**src/rtl/data_memory_arbiter.sv**
```systemverilog
// -----------------------------------------------------------------------------
// data_memory_arbiter
//
// Shares the single combinational Data_Memory port between the instruction
// fetch unit and the load/store unit. One requester is granted at a time; the
// memory address, write data and RD/WR selectors are held for WAIT_CYCLES+1
// cycles, the read data is registered and returned with a one-cycle ack.
// Load/store has priority, but a fetch that is waiting always wins right after
// an LS grant, so continuous contention alternates LS, F, LS, F, ...
//
// Optional feature macro: DATA_MEMORY_ARBITER_ALIGN_CHECK_EN
//   defined   : a granted access with address[1:0] != 0 skips the memory and
//               completes immediately (LS_Ack + LS_Error for LS, Fetch_Ack only
//               for fetch); *_Data_Out is left unchanged.
//   undefined : LS_Error is tied 0, every address goes to memory unchanged.
//
// Parameters
//   DATAWIDTH_BUS : width of address and data buses (>= 2)
//   WAIT_CYCLES   : extra cycles the bus is held before capture (0..15)
//
// Ports
//   MemArbiter_CLOCK_50     in   system clock, rising edge
//   MemArbiter_RESET_InLow  in   asynchronous active-low reset
//   Fetch_Req/Address_In    in   fetch request (held until Fetch_Ack) + address
//   Fetch_Ack/Data_Out      out  completion pulse + registered instruction word
//   LS_Req/WR/Address_In/Data_In  in  load/store request, 1=store, address, data
//   LS_Ack/Data_Out/Error   out  completion pulse, registered load data, misalign
//   DataMemory_*_Out        out  memory address, write data, RD and WR selects
//   DataMemory_Data_In      in   combinational read data from memory
//   MemArbiter_Busy         out  high while an access is in ACCESS or DONE
// -----------------------------------------------------------------------------
module data_memory_arbiter #(
  parameter int unsigned DATAWIDTH_BUS = 32,
  parameter int unsigned WAIT_CYCLES   = 1
) (
  input  logic                     MemArbiter_CLOCK_50,
  input  logic                     MemArbiter_RESET_InLow,
  // Fetch port
  input  logic                     Fetch_Req,
  input  logic [DATAWIDTH_BUS-1:0] Fetch_Address_In,
  output logic                     Fetch_Ack,
  output logic [DATAWIDTH_BUS-1:0] Fetch_Data_Out,
  // Load/store port
  input  logic                     LS_Req,
  input  logic                     LS_WR,
  input  logic [DATAWIDTH_BUS-1:0] LS_Address_In,
  input  logic [DATAWIDTH_BUS-1:0] LS_Data_In,
  output logic                     LS_Ack,
  output logic [DATAWIDTH_BUS-1:0] LS_Data_Out,
  output logic                     LS_Error,
  // Memory side
  output logic [DATAWIDTH_BUS-1:0] DataMemory_Address_Out,
  output logic [DATAWIDTH_BUS-1:0] DataMemory_WrData_Out,
  output logic                     DataMemory_Selector_RD,
  output logic                     DataMemory_Selector_WR,
  input  logic [DATAWIDTH_BUS-1:0] DataMemory_Data_In,
  // Status
  output logic                     MemArbiter_Busy
);

  // Counter holds WAIT_CYCLES, which is legal only up to 15.
  localparam logic [3:0] WaitLoad = 4'(WAIT_CYCLES);

  typedef enum logic [1:0] {
    StIdle   = 2'd0,
    StAccess = 2'd1,
    StDone   = 2'd2
  } state_e;

  state_e                   r_state;
  logic [3:0]               r_count;
  logic                     r_last_ls;   // last grant went to LS (reset: fetch)
  logic                     r_grant_ls;  // port owning the current access
  logic [DATAWIDTH_BUS-1:0] r_mem_addr;
  logic [DATAWIDTH_BUS-1:0] r_mem_wdata;
  logic                     r_sel_rd;
  logic                     r_sel_wr;
  logic [DATAWIDTH_BUS-1:0] r_fetch_data;
  logic [DATAWIDTH_BUS-1:0] r_ls_data;
  logic                     r_fetch_ack;
  logic                     r_ls_ack;
  logic                     r_busy;

  logic                     w_req_any;
  logic                     w_grant_ls;
  logic                     w_grant_wr;
  logic                     w_misaligned;
  logic [DATAWIDTH_BUS-1:0] w_grant_addr;
  logic [DATAWIDTH_BUS-1:0] w_grant_wdata;

  // ---------------------------------------------------------------------------
  // Grant decision, only consumed in IDLE.
  // LS wins by default; a pending fetch wins only if LS had the last grant.
  // ---------------------------------------------------------------------------
  assign w_req_any     = Fetch_Req | LS_Req;
  assign w_grant_ls    = LS_Req & ~(r_last_ls & Fetch_Req);
  assign w_grant_addr  = w_grant_ls ? LS_Address_In : Fetch_Address_In;
  assign w_grant_wdata = w_grant_ls ? LS_Data_In : '0;
  assign w_grant_wr    = w_grant_ls & LS_WR;  // fetches are always reads

`ifdef DATA_MEMORY_ARBITER_ALIGN_CHECK_EN
  assign w_misaligned = |w_grant_addr[1:0];
`else
  assign w_misaligned = 1'b0;
`endif

  // ---------------------------------------------------------------------------
  // Main FSM. All outputs are registered here, so the memory bus, acks and
  // busy change only on clock edges and clear asynchronously on reset.
  // ---------------------------------------------------------------------------
  always_ff @(posedge MemArbiter_CLOCK_50 or negedge MemArbiter_RESET_InLow) begin
    if (!MemArbiter_RESET_InLow) begin
      r_state      <= StIdle;
      r_count      <= 4'd0;
      r_last_ls    <= 1'b0;
      r_grant_ls   <= 1'b0;
      r_mem_addr   <= '0;
      r_mem_wdata  <= '0;
      r_sel_rd     <= 1'b0;
      r_sel_wr     <= 1'b0;
      r_fetch_data <= '0;
      r_ls_data    <= '0;
      r_fetch_ack  <= 1'b0;
      r_ls_ack     <= 1'b0;
      r_busy       <= 1'b0;
    end else begin
      // Acks are single-cycle pulses by default.
      r_fetch_ack <= 1'b0;
      r_ls_ack    <= 1'b0;

      unique case (r_state)
        StIdle: begin
          if (w_req_any) begin
            r_last_ls  <= w_grant_ls;
            r_grant_ls <= w_grant_ls;
            r_busy     <= 1'b1;
            if (w_misaligned) begin
              // Never touches memory; complete straight away.
              r_state     <= StDone;
              r_ls_ack    <= w_grant_ls;
              r_fetch_ack <= ~w_grant_ls;
            end else begin
              r_state     <= StAccess;
              r_count     <= WaitLoad;
              r_mem_addr  <= w_grant_addr;
              r_mem_wdata <= w_grant_wdata;
              r_sel_rd    <= ~w_grant_wr;
              r_sel_wr    <= w_grant_wr;
            end
          end
        end

        StAccess: begin
          if (r_count != 4'd0) begin
            r_count <= r_count - 4'd1;
          end else begin
            // Memory is combinational: data is valid for the whole hold window.
            if (r_sel_rd) begin
              if (r_grant_ls) begin
                r_ls_data <= DataMemory_Data_In;
              end else begin
                r_fetch_data <= DataMemory_Data_In;
              end
            end
            r_ls_ack    <= r_grant_ls;
            r_fetch_ack <= ~r_grant_ls;
            r_mem_addr  <= '0;
            r_mem_wdata <= '0;
            r_sel_rd    <= 1'b0;
            r_sel_wr    <= 1'b0;
            r_state     <= StDone;
          end
        end

        StDone: begin
          // No grant here: back-to-back accesses pay one IDLE sampling cycle.
          r_busy  <= 1'b0;
          r_state <= StIdle;
        end

        default: begin
          r_busy  <= 1'b0;
          r_state <= StIdle;
        end
      endcase
    end
  end

`ifdef DATA_MEMORY_ARBITER_ALIGN_CHECK_EN
  logic r_ls_err;

  // Pulses together with LS_Ack for a misaligned LS grant only.
  always_ff @(posedge MemArbiter_CLOCK_50 or negedge MemArbiter_RESET_InLow) begin
    if (!MemArbiter_RESET_InLow) begin
      r_ls_err <= 1'b0;
    end else begin
      r_ls_err <= (r_state == StIdle) & w_req_any & w_grant_ls & w_misaligned;
    end
  end

  assign LS_Error = r_ls_err;
`else
  assign LS_Error = 1'b0;
`endif

  assign Fetch_Ack              = r_fetch_ack;
  assign Fetch_Data_Out         = r_fetch_data;
  assign LS_Ack                 = r_ls_ack;
  assign LS_Data_Out            = r_ls_data;
  assign DataMemory_Address_Out = r_mem_addr;
  assign DataMemory_WrData_Out  = r_mem_wdata;
  assign DataMemory_Selector_RD = r_sel_rd;
  assign DataMemory_Selector_WR = r_sel_wr;
  assign MemArbiter_Busy        = r_busy;

`ifndef SYNTHESIS
  a_sel_onehot : assert property (@(posedge MemArbiter_CLOCK_50)
      disable iff (!MemArbiter_RESET_InLow) !(r_sel_rd && r_sel_wr));
  a_ack_excl : assert property (@(posedge MemArbiter_CLOCK_50)
      disable iff (!MemArbiter_RESET_InLow) !(r_fetch_ack && r_ls_ack));
`endif

endmodule

```
**config.mk**
```make
export PLATFORM = sky130hd
export DESIGN_NAME = data_memory_arbiter
export DESIGN_NICKNAME = d
export VERILOG_FILES = /design/src/rtl/data_memory_arbiter.sv
export SDC_FILE = /design/constraint.sdc
export NUM_CORES = 1
export LEC_CHECK = 0
export ABC_AREA = 0
export BUFFER_PORTS_ARGS = -buffer_cell sky130_fd_sc_hd__buf_2
export CAP_MARGIN = 20
export CORE_AREA = 10 10 119 121
export DETAILED_ROUTE_END_ITERATION = 6
export DIE_AREA = 0 0 129 131
export PLACE_DENSITY = 0.84
export SETUP_SLACK_MARGIN = 0.4
export SLEW_MARGIN = 25
export SYNTH_ARGS = -nofsm -noshare
export SYNTH_HDL_FRONTEND = slang
export SYNTH_SLANG_ARGS = --single-unit
```
**constraint.sdc**
```tcl
create_clock -name MemArbiter_CLOCK_50 -period 4.8 [get_ports MemArbiter_CLOCK_50]
set_input_delay 0.48 -clock MemArbiter_CLOCK_50 [delete_from_list [all_inputs] [get_ports MemArbiter_CLOCK_50]]
set_output_delay 0.48 -clock MemArbiter_CLOCK_50 [all_outputs]
set_load 0.05 [all_outputs]
```
== Word level (Yosys, flattened, before mapping) ==
Cells that the tools add are included.
Cells by class
  bitwise gates (word level): 9
  muxes and demuxes: 24
  reduce and logical (&&, ||, !) cells: 10
  equal/unequal tests: 4
  add/subtract/negate cells: 1
Operators by type and width (number)
  32-bit 2-to-1 mux: 5
  32-bit one-hot mux with 2 select lines: 2
  1-bit 2-to-1 mux: 8
  4-bit 2-to-1 mux: 2
  4-bit one-hot mux with 2 select lines: 1
  4-bit AND reduction: 2
  2-bit inequality test, second input constant: 3
  1-bit one-hot mux with 2 select lines: 3
  2-bit AND reduction: 3
  3-bit AND reduction: 2
  1-bit NOT: 5
  2-bit 2-to-1 mux: 2
  2-bit one-hot mux with 2 select lines: 1
  4-bit nonzero test: 1
  4-bit by 1-bit subtractor with 4-bit output, second input constant: 1
  1-bit AND: 3
  2-bit by 1-bit == test with 1-bit output, second input constant: 1
  2-bit logical NOT: 1
  2-bit nonzero test: 1
  1-bit bitwise OR: 1
Word-level totals
  logic and storage cells: 60
  output and inout bits: 134
  register bits after elaboration: 140
  input port bits: 133

== Depth between registers and ports, before layout ==
Gate-level depths: netlist of the first run.
  word-level depth: 7
  depth in mapped cells: 8
  mapped depth without buffers: 6

== Least setup slack after synthesis of the first run ==
OpenSTA, ideal clock, no wires.
  path type: register -> register
  start point: reg r_count[0]
  end point: reg r_ls_data[10], in the netlist LS_Data_Out[10]
  setup slack: 2.894 ns
  setup time: 0.125 ns
  required time: 4.675 ns
  buffers on the path: 1
  clock period less this slack: 1.906 ns
  stages on the path, launching flop included: 7
  data arrival time: 1.781 ns
  cell sequence: dfrtp_1 > inv_1 > ha_1 > or3b_4 > nor3_4 > buf_6 > mux2_2
On the way
  cells in the longest elaborated chain, start to end: 3
RTL lines
  start: declaration: line 71  | logic [3:0] r_count;
  start signal: assignment: line 144  | r_count <= WaitLoad;
  start signal: assignment: line 155  | r_count <= r_count - 4'd1;
  4-bit nonzero test: line 154  | if (r_count != 4'd0) begin
  1-bit NOT (no line)
  4-bit AND reduction (no line)
  end signal: assignment: line 160  | r_ls_data <= DataMemory_Data_In;
  end: declaration: line 79  | logic [DATAWIDTH_BUS-1:0] r_ls_data;
Every way passes these cells.
A chain may end at the register's enable or synchronous reset.

== Worst setup path after layout of the first run ==
  start point: reg r_count[0]
  end point: reg r_fetch_data[26], in the netlist Fetch_Data_Out[26]
On the way
  cells in the longest elaborated chain, start to end: 3
RTL lines
  4-bit nonzero test: line 154
  1-bit NOT (no line)
  4-bit AND reduction (no line)
  end signal: assignment: line 162  | r_fetch_data <= DataMemory_Data_In;
  end: declaration: line 78  | logic [DATAWIDTH_BUS-1:0] r_fetch_data;
Every way passes these cells.

==> run metrics, run 1 <==
Fillers=890; Root Driver=clkbuf_16; Internal=3.49 mW; All-Layer GR Usage=19.9%; Syn Area/Cell=12.8 um2; synthesized instance count=459; top-area cell type share of the netlist area=59.5%; CP Buf/Inv Count=3; clk_skew=8.41 ps; diodes inserted=0; CP required=5080 ps; Seq/Total Area, Yosys=59.5%; final setup fails=0; # resized after CTS=0; HPWL after DPL=12900 um; Syn Nets=594; Switch Pwr=3.67 mW; Routed WL per cell=20.6 um; Fin Setup TNS=0 ps; fin crit share=46.0%; register share of total power=28.2%; CP Class=register to register; largest net degree at the start of global routing=89; minimum clock period after layout=2210 ps; CP Max Fanout=37; Final Util=66.5%; first-pass GRT wire length=26600 um; CTS tree=built; Initial Utilization=49.8%; crit end category=register; reg2reg end=Fetch_Data_Out[26]; Via Count=5024; CP endpoint=Fetch_Data_Out[26]; worst-skew pair later-pin latency=400 ps; routability cong.=0.805; Worst path depth=7; Cell Pwr Density=911 nW/um2; First DRT Iteration DRCs=480; # clock sinks=140; slowest stage delay, CP=410 ps; Critical Path Source=r_count[0]; grt total ovfl=0; total leakage power=3.85 nW; io pins=267; critical-path cell list=inv_1, ha_1, nor3b_2, buf_4, nand4b_1, buf_4, mux2_2; run status=finished clean; most frequent CP cell=buf_4; # H-tree levels=4; max-slew violation count=0; drt pass-1 iters=6; Hold Path Class=input pin to asynchronous set/reset pin; final hold viol count=0; total power=7.16 mW; area leader, netlist=dfrtp_1; fmax=453 MHz; share of cells above drive strength 1=52.7%; Routed WL=17700 um; r2r setup slk=2590 ps; Synth Register Bits=140; count of different cell masters after synthesis=41; asr flop ratio synth=100%; vias in the first global route=5085; Final Hold Slack=109 ps; Mapped Area=5890 um2; std cell rows=40; die width=129 um; Switching Fraction=51.2%; RSZ-0062 raised after global routing=no; TritonCTS buffer count=17; postcts setup bufs=0; CP top delay family=buffers and inverters; Die H=131 um; Most used DFF post-synth=dfrtp_1; Syn. warnings=0; crit start category=register; Post-DRT Antenna Nets=0; VDD IR-drop max=0.403 mV; fin cells=863; core box area=11800 um2; Worst slew margin=48.1%; worst r2r src=r_count[0]; Placed Cells=831; R2R cell count=7; Max Cap Viol=0; Die ar.=16900 um2; initial antenna violation count=1; clock share of power=17.6%; Area Overhead vs Synth=33.5%; Post-synth EDFFs=0; DR vias/cell=5.82; synth top area cells=dfrtp_1 (60%), mux2_2 (11%), a32o_1 (5.4%); NumNets Final=838; clock tree buffer depth=2; clk slew on worst S/H paths=60 ps; Post-CTS Hold Fix Bufs=0; drt drc=0; CP arrival=2490 ps; combinational share of power=54.1%; Port Buf Inserts=265; Worst-Margin Slew=778 ps; Worst path slowest cell=buf_4
## logic make-up after synthesis
family / Yosys count / synth area share [%]
simple gates: 86 / 7.84
buf+inv: 54 / 4.31
xor+xnor: 1 / 0.149
flops: 140 / 59.5
other cells: 1 / 0.0637
fa+ha+maj: 2 / 0.425
compound gates: 110 / 15.3
mux: 65 / 12.4
## stage by stage
stage,instance area (um2),worst slack (ps)
final,7860,2590
after global routing,7860,2470
after CTS,7850,2420
after detailed placement,7280,2100
after global placement,7260,2240
after floorplan,5890,2890
## final cells by class
class | instances | area (um2) | share of cell area [%]
inverters | 5 | 18.8 | 0.239
multi-input cells | 265 | 2170 | 27.6
clock buffers | 19 | 433 | 5.51
well taps | 147 | 184 | 2.34
clock inverters | 13 | 143 | 1.82
flip-flops and latches | 140 | 3500 | 44.6
repair buffers | 274 | 1410 | 17.9
## cell usage in the layout, fill, tap and decap left out, drive strengths merged, types with 5 or more instances in the layout
master	n
a31oi	32
clkbuf	19
dfrtp	140
a32o	32
a221oi	32
nand3	64
buf	274
mux2	64
inv	8
clkinvlp	5
## power groups by stage
stage               combinational [mW]  clock (mW)  sequential (mW)
floorplan                         1.19           0             3.75
detailed placement                3.89           0             2.03
finish                            3.88        1.26             2.02
CTS                               3.90        1.28             2.02
global placement                  3.79           0             2.00
global route                      4.08        1.33             2.08
## worst min path at each step
stage          depth (start not counted)                   endpoint                   start
6_report                               1            LS_Data_Out[23]  MemArbiter_RESET_InLow
5_1_grt                                1            LS_Data_Out[23]  MemArbiter_RESET_InLow
4_1_cts                                1         Fetch_Data_Out[23]  MemArbiter_RESET_InLow
3_5_place_dp                           1            LS_Data_Out[30]         LS_Data_Out[30]
3_3_place_gp                           1            LS_Data_Out[28]         LS_Data_Out[28]
2_1_floorplan                          0  DataMemory_Address_Out[0]  MemArbiter_RESET_InLow
## per-layer routing
metal	routed length, um	up-vias	track usage, %
met5	0	-	0
li1	-	2261	-
met2	8700	290	32.7
met1	7120	2442	23.8
met3	1630	31	7.25
met4	298	0	6.42
## flip-flops by register name, indices dropped and copies added (netlist names)
name                    flops
DataMemory_Address_Out     32
DataMemory_WrData_Out      32
Fetch_Data_Out             32
LS_Data_Out                32
r_count                     4
r_state                     2
DataMemory_Selector_RD      1
DataMemory_Selector_WR      1
Fetch_Ack                   1
LS_Ack                      1
MemArbiter_Busy             1
r_grant_ls                  1
## cell usage after synthesis, drive strengths merged, types with 2 or more instances
cell type  instances
nand3             64
o21ai              3
nor3               4
a31oi             32
or2                2
buf               25
nor2               4
a221oi            32
clkbuf            24
nor3b              2
nand2              4
o22ai              2
mux2              64
ha                 2
a32o              32
dfrtp            140
inv                5
No activity file was read; power rests on OpenSTA's default activity.
==> inputs of run 2 (changes only) <==
CORE_AREA = 10 10 123 125   (was 10 10 119 121)
DIE_AREA = 0 0 133 135   (was 0 0 129 131)
PLACE_DENSITY = 0.79   (was 0.84)
clock period = 2.2 ns   (was 4.8 ns; I/O delays follow)
==> run 2 against run 1 <==
Combinational power grew 140%. Count of clock-buffer cells in the layout is the same. Core utilization grew 1.6 points. Design area grew 9.0%. Worst hold slack lost 95 ps. Non-clock buffer count grew 35. Largest cell class unchanged.
==> run metrics, run 2 (synthesized netlist as in run 1, its figures left out) <==
run status=finished clean; std cell rows=41; drt drc=0; Fillers=896; register share of total power=26.9%; largest net degree at the start of global routing=69; Switching Fraction=50.0%; CTS tree=built; All-Layer GR Usage=20.2%; Post-DRT Antenna Nets=0; Internal=8.27 mW; Area Overhead vs Synth=45.5%; Cell Pwr Density=1930 nW/um2; Die H=135 um; area of the multi-input gates=2280 um2; clk_skew=13.2 ps; initial antenna violation count=1; grt total ovfl=0; NumNets Final=873; worst r2r src=r_count[1]; total leakage power=4.19 nW; Switch Pwr=8.28 mW; worst-skew pair later-pin latency=420 ps; Routed WL=19900 um; fmax=512 MHz; VDD IR-drop max=0.874 mV; Reg area=3500 um2; Fin Setup TNS=0 ps; CP required=2500 ps; crit end category=register; DR vias/cell=5.68; clk slew on worst S/H paths=60 ps; Routed WL per cell=21.5 um; max-slew violation count=0; Worst slew margin=53.9%; TritonCTS buffer count=17; RSZ-0062 raised after global routing=yes; final setup margin=246 ps; crit start category=register; Critical Path Source=r_count[1]; final hold viol count=0; Final Util=68.1%; Worst Min Path Start=LS_Data_In[10]; Initial Utilization=46.8%; clock share of power=17.1%; combinational share of power=56.0%; pre-CTS setup slack=271 ps; Worst-Margin Slew=691 ps; HPWL after DPL=12900 um; first-pass GRT wire length=29200 um; CP Max Fanout=8; fin crit share=88.8%; final setup fails=0; core box area=12600 um2; io pins=267; Final Hold Slack=14.2 ps; First DRT Iteration DRCs=309; Root Driver=clkbuf_16; # clock sinks=140; share of cells above drive strength 1=55.9%; Port Buf Inserts=265; Hold Path Class=input pin to register; drt pass-1 iters=5; Via Count=5251; die width=133 um; minimum clock period after layout=1950 ps; routability cong.=0.777; clock tree buffer depth=2; most frequent cells in the layout=buf_2 (264), dfrtp_1 (140), nand3_1 (64), mux2_2 (41); commonest non-fill, non-tap cell in the layout=buf_2; vias in the first global route=5422; Die ar.=18000 um2; # H-tree levels=4; CP Class=register to register; Max Cap Viol=0; CP arrival=2250 ps
run 2: changes by cell type in the layout (fill, tap and decap cells not counted), moves of 3 or more:
cell       delta
buf_12        +7
buf_16        +3
buf_4        +13
buf_6         +3
clkbuf_16     +6
mux2_1        -6
mux2_2       -17
mux2_4       +23
run 2: path summary, 6_finish.rpt:
kind                                              to  slack (ps)  cells after the start
min reg2reg                        Fetch_Data_Out[3]         500                      1
max                                   LS_Data_Out[0]         250                      7
min in group asynchronous             LS_Data_Out[5]         350                      2
max reg2reg                           LS_Data_Out[0]         250                      7
min                        DataMemory_WrData_Out[10]          10                      2
max in group asynchronous         Fetch_Data_Out[12]        1080                      3
run 2: power by group through the flow:
| stage | Clock [mW] | Sequential, mW | Combinational, mW |
|---|---|---|---|
| floorplan | 0 | 8.19 | 2.60 |
| global placement | 0 | 4.35 | 8.42 |
| detailed placement | 0 | 4.42 | 8.61 |
| CTS | 2.87 | 4.41 | 8.93 |
| global route | 2.99 | 4.59 | 9.78 |
| finish | 2.83 | 4.45 | 9.27 |
run 2: critical path, stage by stage (launching register included):
cell,delay [ps]
dfrtp_1,390
inv_2,90
ha_4,130
or3b_4,390
nor3_4,150
buf_12,160
clkbuf_16,170
mux2_2,340
run 2: metrics by stage:
step,power [mW],cells,instance area (um2)
2_1_floorplan,10.8,459,5890
3_3_place_gp,12.8,863,7400
3_5_place_dp,13.0,863,7400
4_1_cts,16.2,907,8240
5_1_grt,17.4,923,8560
6_report,16.6,924,8560
run 2: what timing repair did:
action | in CTS | in global routing
pin swaps | 0 | 16
buffers inserted | 7 | 6
hold buffers | 2 | 0
gates cloned | 3 | 10
endpoints found under the hold margin | 56 | 0
gates resized for setup | 22 | 21
setup endpoints to repair | 123 | 130
run 2: layout make-up:
class | count | share of cell area, %
Antenna cell | 1 | 0.0292
Clock buffer | 19 | 5.29
Clock inverter | 13 | 1.64
Inverter | 5 | 0.219
Multi-Input combinational cell | 265 | 26.7
Sequential cell | 140 | 40.9
Tap cell | 172 | 2.51
Timing Repair Buffer | 309 | 22.7
run 2: routing by layer:
layer	GRT usage [%]	part of all wire [%]
met1	22.8	39
met2	34.4	50
met3	8.01	8.8
met4	6.72	2.0
met5	0	0
